--- config.mk ---
export PLATFORM = sky130hd
export DESIGN_NAME = col_parity_ctrl
export DESIGN_NICKNAME = d
export VERILOG_FILES = /design/src/rtl/col_parity_ctrl.sv
export SDC_FILE = /design/constraint.sdc
export NUM_CORES = 1
export LEC_CHECK = 0
export CORE_UTILIZATION = 48
export CTS_CLUSTER_DIAMETER = 150
export DETAILED_ROUTE_END_ITERATION = 8
export HOLD_SLACK_MARGIN = 0.06
export PLACE_DENSITY = 0.82
export SYNTH_ARGS = -nofsm -noshare
export SYNTH_HDL_FRONTEND = slang
export SYNTH_SLANG_ARGS = --single-unit
--- constraint.sdc ---
create_clock -name clk -period 2.8 [get_ports clk]
set_input_delay 0.42 -clock clk [delete_from_list [all_inputs] [get_ports clk]]
set_output_delay 0.42 -clock clk [all_outputs]
set_load 0.05 [all_outputs]
--- src/rtl/col_parity_ctrl.sv ---
// col_parity_ctrl: sequencer for the column-parity (theta) datapath.
// Phase 1 accumulates row parity for every slice into the parity buffer.
// Phase 2 reads each slice back and writes the transformed slice.
// Optional macro COL_PARITY_ABORT_EN adds the abort input and aborted output.
//
// Ports:
//   clk, rst   clock and synchronous active-high reset
//   start      begins one pass, sampled only in IDLE
//   busy/done  busy outside IDLE, one-cycle done pulse at the end of a pass
//   mem_*      slice address plus read/write strobes to state memory
//   row_sel    5:1 row mux select, always 0..4
//   acc_*      accumulator enable and load (clear) strobe
//   par_*      parity buffer write strobe and index
//   out_sel    output mux select, 1 = transformed slice
//   abort      (optional) abandons a pass in progress
//   aborted    (optional) one-cycle pulse after an abort
module col_parity_ctrl #(
  parameter int DEPTH  = 64,
  parameter int ADDR_W = 6
) (
  input  logic              clk,
  input  logic              rst,
  input  logic              start,
`ifdef COL_PARITY_ABORT_EN
  input  logic              abort,
  output logic              aborted,
`endif
  output logic              busy,
  output logic              done,
  output logic [ADDR_W-1:0] mem_addr,
  output logic              mem_rd,
  output logic              mem_wr,
  output logic [2:0]        row_sel,
  output logic              acc_en,
  output logic              acc_clr,
  output logic              par_wr,
  output logic [ADDR_W-1:0] par_addr,
  output logic              out_sel
);

  typedef enum logic [2:0] {
    IDLE, P_READ, P_ACC, P_STORE, A_READ, A_WRITE, DONE_S
  } state_t;

  localparam logic [ADDR_W-1:0] LAST = ADDR_W'(DEPTH - 1);

  state_t            state;
  logic [ADDR_W-1:0] z;
  logic [2:0]        row;
  logic              abort_hit;

`ifdef COL_PARITY_ABORT_EN
  assign abort_hit = abort && (state != IDLE) && (state != DONE_S);

  always_ff @(posedge clk) begin
    if (rst) aborted <= 1'b0;
    else     aborted <= abort_hit;
  end
`else
  assign abort_hit = 1'b0;
`endif

  always_ff @(posedge clk) begin
    if (rst || abort_hit) begin
      state <= IDLE;
      z     <= '0;
      row   <= '0;
    end else begin
      unique case (state)
        IDLE: begin
          if (start) begin
            state <= P_READ;
            z     <= '0;
          end
        end
        P_READ: begin
          state <= P_ACC;
          row   <= '0;
        end
        P_ACC: begin
          if (row == 3'd4) begin
            row   <= '0;
            state <= P_STORE;
          end else begin
            row <= row + 3'd1;
          end
        end
        P_STORE: begin
          if (z == LAST) begin
            z     <= '0;
            state <= A_READ;
          end else begin
            z     <= z + ADDR_W'(1);
            state <= P_READ;
          end
        end
        A_READ: state <= A_WRITE;
        A_WRITE: begin
          if (z == LAST) begin
            z     <= '0;
            state <= DONE_S;
          end else begin
            z     <= z + ADDR_W'(1);
            state <= A_READ;
          end
        end
        DONE_S:  state <= IDLE;
        default: state <= IDLE;
      endcase
    end
  end

  // All outputs decode registered state only; start never reaches them.
  logic in_mem;
  logic in_par;

  assign in_mem = (state == P_READ) || (state == P_ACC) ||
                  (state == P_STORE) || (state == A_READ) ||
                  (state == A_WRITE);
  assign in_par = (state == P_STORE) || (state == A_READ) ||
                  (state == A_WRITE);

  assign busy     = (state != IDLE);
  assign done     = (state == DONE_S);
  assign mem_addr = in_mem ? z : '0;
  assign mem_rd   = (state == P_READ) || (state == A_READ);
  assign mem_wr   = (state == A_WRITE);
  assign row_sel  = (state == P_ACC) ? row : 3'd0;
  assign acc_en   = (state == P_ACC);
  assign acc_clr  = (state == P_ACC) && (row == 3'd0);
  assign par_wr   = (state == P_STORE);
  assign par_addr = in_par ? z : '0;
  assign out_sel  = (state == A_WRITE);

endmodule

# After elaboration in Yosys (flattened, before gate mapping)
# Index checks and enable logic that the tools add are counted.
[classes]
muxes = 13
n_bitwise = 0
addsub = 2
n_eq_ne = 10
shifts = 0
div_mod_pow = 0
n_mul = 0
n_reduce_logical = 16
n_lt_le_gt_ge = 0
[ops]
columns = ["op", "n"]
rows = [
  ["2-to-1 mux 6 bit", 4],
  ["one-hot mux 3 bit (6 select lines)", 1],
  ["2-to-1 mux 3 bit", 5],
  ["== test 3 bit (second input constant)", 4],
  ["one-hot mux 6 bit (2 select lines)", 1],
  ["logical OR 1 bit", 7],
  ["adder 6 x 1 -> 6 bit (second input constant)", 1],
  ["== test 3 x 2 -> 1 bit (second input constant)", 2],
  ["== test 6 bit (second input constant)", 1],
  ["zero test 3 bit", 2],
  ["one-hot mux 3 bit (2 select lines)", 1],
  ["AND reduction 2 bit", 2],
  ["nonzero test 2 bit", 2],
  ["adder 3 x 1 -> 3 bit (second input constant)", 1],
  ["== test 3 x 1 -> 1 bit (second input constant)", 1],
  ["nonzero test 3 bit", 1],
  ["2-to-1 mux 2 bit", 1],
  ["!= test 2 x 1 -> 1 bit (second input constant)", 1],
  ["!= test 2 bit (second input constant)", 1],
  ["OR reduction 2 bit", 1],
  ["logical AND 1 bit", 1],
]
[totals]
ff_bits = 12
rom_bits = 0
latchBits = 0
elab_cells = 44
out_inout_bits = 23
ramBits = 0
inputBits = 3
memories = 0

# Logic depth before layout (Yosys ltp)
[depth]
ltp_word = 6
depth_mapped = 6
depth_no_buf = 5

# Worst setup path after synthesis
# Ideal clock, no wire load.
[synth_timing]
path_type = "register -> output"
startpoint = "reg state[1]"
endpoint = "out acc_clr"
path_slack_ns = 0.262
path_buffers = 2
stages_incl_launch_ff = 5
required_ns = 2.380
arrival_time_ns = 2.118
cell_sequence = "dfxtp_1 buf_4 or3b_1 clkbuf_1 nor3b_1"
[synth_via]
elab_chain_len = 2
[synth_rtl]
columns = ["element", "line", "source"]
rows = [
  ["start, declared", "47", "state_t state;"],
  ["start signal, assigned", "65", "state <= IDLE;"],
  ["start signal, assigned", "72", "state <= P_READ;"],
  ["start signal, assigned", "77", "state <= P_ACC;"],
  ["== test 3 x 2 -> 1 bit", "130", "assign acc_clr = (state == P_ACC) && (row == 3'd0);"],
  ["logical AND 1 bit", "130", ""],
  ["end, declared", "35", "output logic acc_clr,"],
]
# Every way passes these cells.

# Final worst setup path
[layout_timing]
startpoint = "reg state[1]"
endpoint = "out row_sel[0]"
[layout_via]
elab_chain_len = 2
[layout_rtl]
columns = ["element", "line", "source"]
rows = [
  ["== test 3 x 2 -> 1 bit", "128", "assign row_sel = (state == P_ACC) ? row : 3'd0;"],
  ["2-to-1 mux 3 bit", "128", ""],
  ["end, declared", "33", "output logic [2:0] row_sel,"],
]
# Every way passes these cells.

==> impl_metrics.tcl <==
set metrics [dict create \
    relSlewSlack_pct 64.6 \
    synthFlopType "dfxtp_1" \
    drt-total-wl_um 1910 \
    r2r_end "z[4]" \
    antenna_found_initial 0 \
    cp.depth 3 \
    post-place-cells 142 \
    synth-seq-cells 12 \
    portBuffers 25 \
    holdPathEnd "row[2]" \
    cts.clk_slew.worst_paths_ps 80 \
    async_flop_share_pct 0 \
    dp.final_hpwl_um 1420 \
    wire_per_inst_um 13.0 \
    synth_top_family_by_area "simple AND/OR/NAND/NOR gates" \
    grt_max_degree 13 \
    grt_pass1_wl_um 2940 \
    worstPathMaxFanout 12 \
    worstMarginPinSlew_ps 527 \
    drtIter0Drc 10 \
    hold_viol 0 \
    r2r_start "state[0]" \
    ios 26 \
    min_period_ps 2670 \
    crit_arrival_ps 2250 \
    clock_path_buffers 2 \
    postSynthAreaPerCell_um2 7.72 \
    crit_type "flip-flop to primary output" \
    syn2layout_area_growth_pct 35.6 \
    crit_required_ps 2380 \
    core_area_um2 1540 \
    end_kind "primary output" \
    clkLatencyLatePin_ps 280 \
    drc 0 \
    h-tree-depth 1 \
    max_freq_mhz 375 \
    clockRootBuffer "clkbuf_4" \
    rsz0062_at_grt "false" \
    synth.mux.area_fraction_pct 2.45 \
    synthAdderAreaFrac_pct 4.59 \
    synth-xor-area-share_pct 3.21 \
    initial_core_util_pct 53.1 \
    hold_start "row[2]" \
    layout-drive-gt1-share_pct 6.15 \
    cts-buffers-inserted 3 \
    crit_family "buffers and inverters" \
    via_per_inst 5.45 \
    slowest_delay_ps 810 \
    ir_drop_v 0.000258 \
    die_height_um 43.3 \
    fin_crit_sh_pct 95.2 \
    synth.distinct_cells 35 \
    post-cts-setup-buffers 0 \
    final_nets 137 \
    syn_inst 106 \
    cp-start-kind "flip-flop" \
    drtPass1Iterations 6 \
    row_count 14 \
    diodes 0 \
    synth_top_area_cell "dfxtp_1" \
    layout_common_cells "clkdlybuf4s50_1, nor2_1, and2_1, dfxtp_1, a21oi_1" \
    die_area_um2 1870 \
    setup_viol 0 \
    postRouteAntennaNets 0 \
    gp_congestion 0.854 \
    gr-usage-all-layers_pct 20.9 \
    stdcell_area_um2 1110 \
    clock_sinks 12 \
    grt.overflow.total 0 \
    ff2ff_path_depth 4 \
    hold_class "flip-flop to flip-flop" \
    cts_tree "built" \
    synth-seq-area-share_pct 29.4 \
    max-cap-violations 0 \
    place_area_um2 1060 \
    syn-cell-area_um2 818 \
    drv_slew 0 \
    power_density_nw_per_um2 448 \
    cellLeakagePower_nw 0.569 \
    synth_compound_area_share_pct 17.0 \
    synth-simple-area-share_pct 35.5 \
    cp_num_buf_inv 1 \
    finalSetupTns_ps 0 \
    synth_edf_count 0 \
    via_count 795 \
    grt_pass1_vias 679 \
    status "finished, final reports clean" \
    slowest_stage "clkdlybuf4s50_1" \
    clock_skew_ps 5.37 \
    yosys_warnings 0 \
    finalNonFillerCells 146 \
    crit_chain "or3b_1, nor2_1, clkdlybuf4s50_1" \
    post-layout-total-power_mw 0.497 \
    synthTopCellsByArea "dfxtp_1, and2_1, nor2_1" \
    syn-num-nets 112 \
    regToRegSetupSlack_ps 1100 \
    final_common_cell "clkdlybuf4s50_1" \
    synth_top_area_share_pct 29.4 \
    holdPathStages 2 \
    die_w_um 43.3 \
]
[state kept, by name, indices dropped and copies added, names as in the netlist]
name,count
row,3
state,3
z,6
[synthesized netlist by cell type, types with 3 or more instances]
library cell,n
a21oi_1,8
and2_1,13
dfxtp_1,12
ha_1,3
inv_1,7
nand2b_1,5
nand3_1,5
nor2_1,13
xnor2_1,3
[report_power, final]
| part | switching (mW) | internal [mW] | leakage, nW |
|---|---|---|---|
| Sequential | 0.0155 | 0.179 | 0.0972 |
| Combinational | 0.103 | 0.0563 | 0.450 |
| Clock | 0.0638 | 0.0791 | 0.0210 |
| Total | 0.183 | 0.314 | 0.569 |
[cell type report]
cell class	count	area, um2
Multi-Input combinational cell	81	513
Timing Repair Buffer	26	274
Fill cell	124	432
Sequential cell	12	240
Tap cell	16	20.0
Inverter	7	26.3
Clock buffer	4	36.3
[metal layers]
metal  vias up  GRT usage (%)  wire (um)
met2        15           34.6        930
li1        408              -          -
met5         -              0          0
met1       369           26.8        911
met4         0           7.27         16
met3         3           3.83         46
[worst max-delay path by stage]
stage / startpoint / end / slack, ps
2_1_floorplan: state[1] / acc_clr / 260
3_3_place_gp: state[1] / mem_addr[0] / 370
3_5_place_dp: state[1] / mem_addr[0] / 320
4_1_cts: state[1] / mem_addr[1] / 3
5_1_grt: state[1] / row_sel[1] / 50
6_report: state[1] / row_sel[0] / 130
[through the flow]
step / hold WS (ps) / utilization, % / worst slack [ps]
after floorplan: 470 / - / 262
after global placement: 501 / 68.6 / 368
after detailed placement: 513 / 68.6 / 316
after CTS: 525 / 70.9 / 2.76
after global routing: 584 / 72.0 / 46.5
final: 529 / 72.0 / 134
[tightest hold or removal path: stages, from the launching register on]
cell and delay, ps:
dfxtp_1 340, o21ai_0 80, a21oi_1 60
[logic make-up (layout without fill, tap and decap cells)]
logic type                 count (synthesis)  count (layout)
DFF                                       12              12
muxes                                      2               2
buffers and inverters                     13              37
and+or+nand+nor                           52              52
AOI/OAI and AO/OA                         21              21
adders and majority gates                  3               3
xor gates and xnor gates                   3               3
[what timing repair did]
action,in CTS,in global routing
setup endpoints to repair,1,7
hold buffers,0,0
gates resized for setup,1,7
hold endpoints to repair,0,0
(Power assumes the default switching activity.)
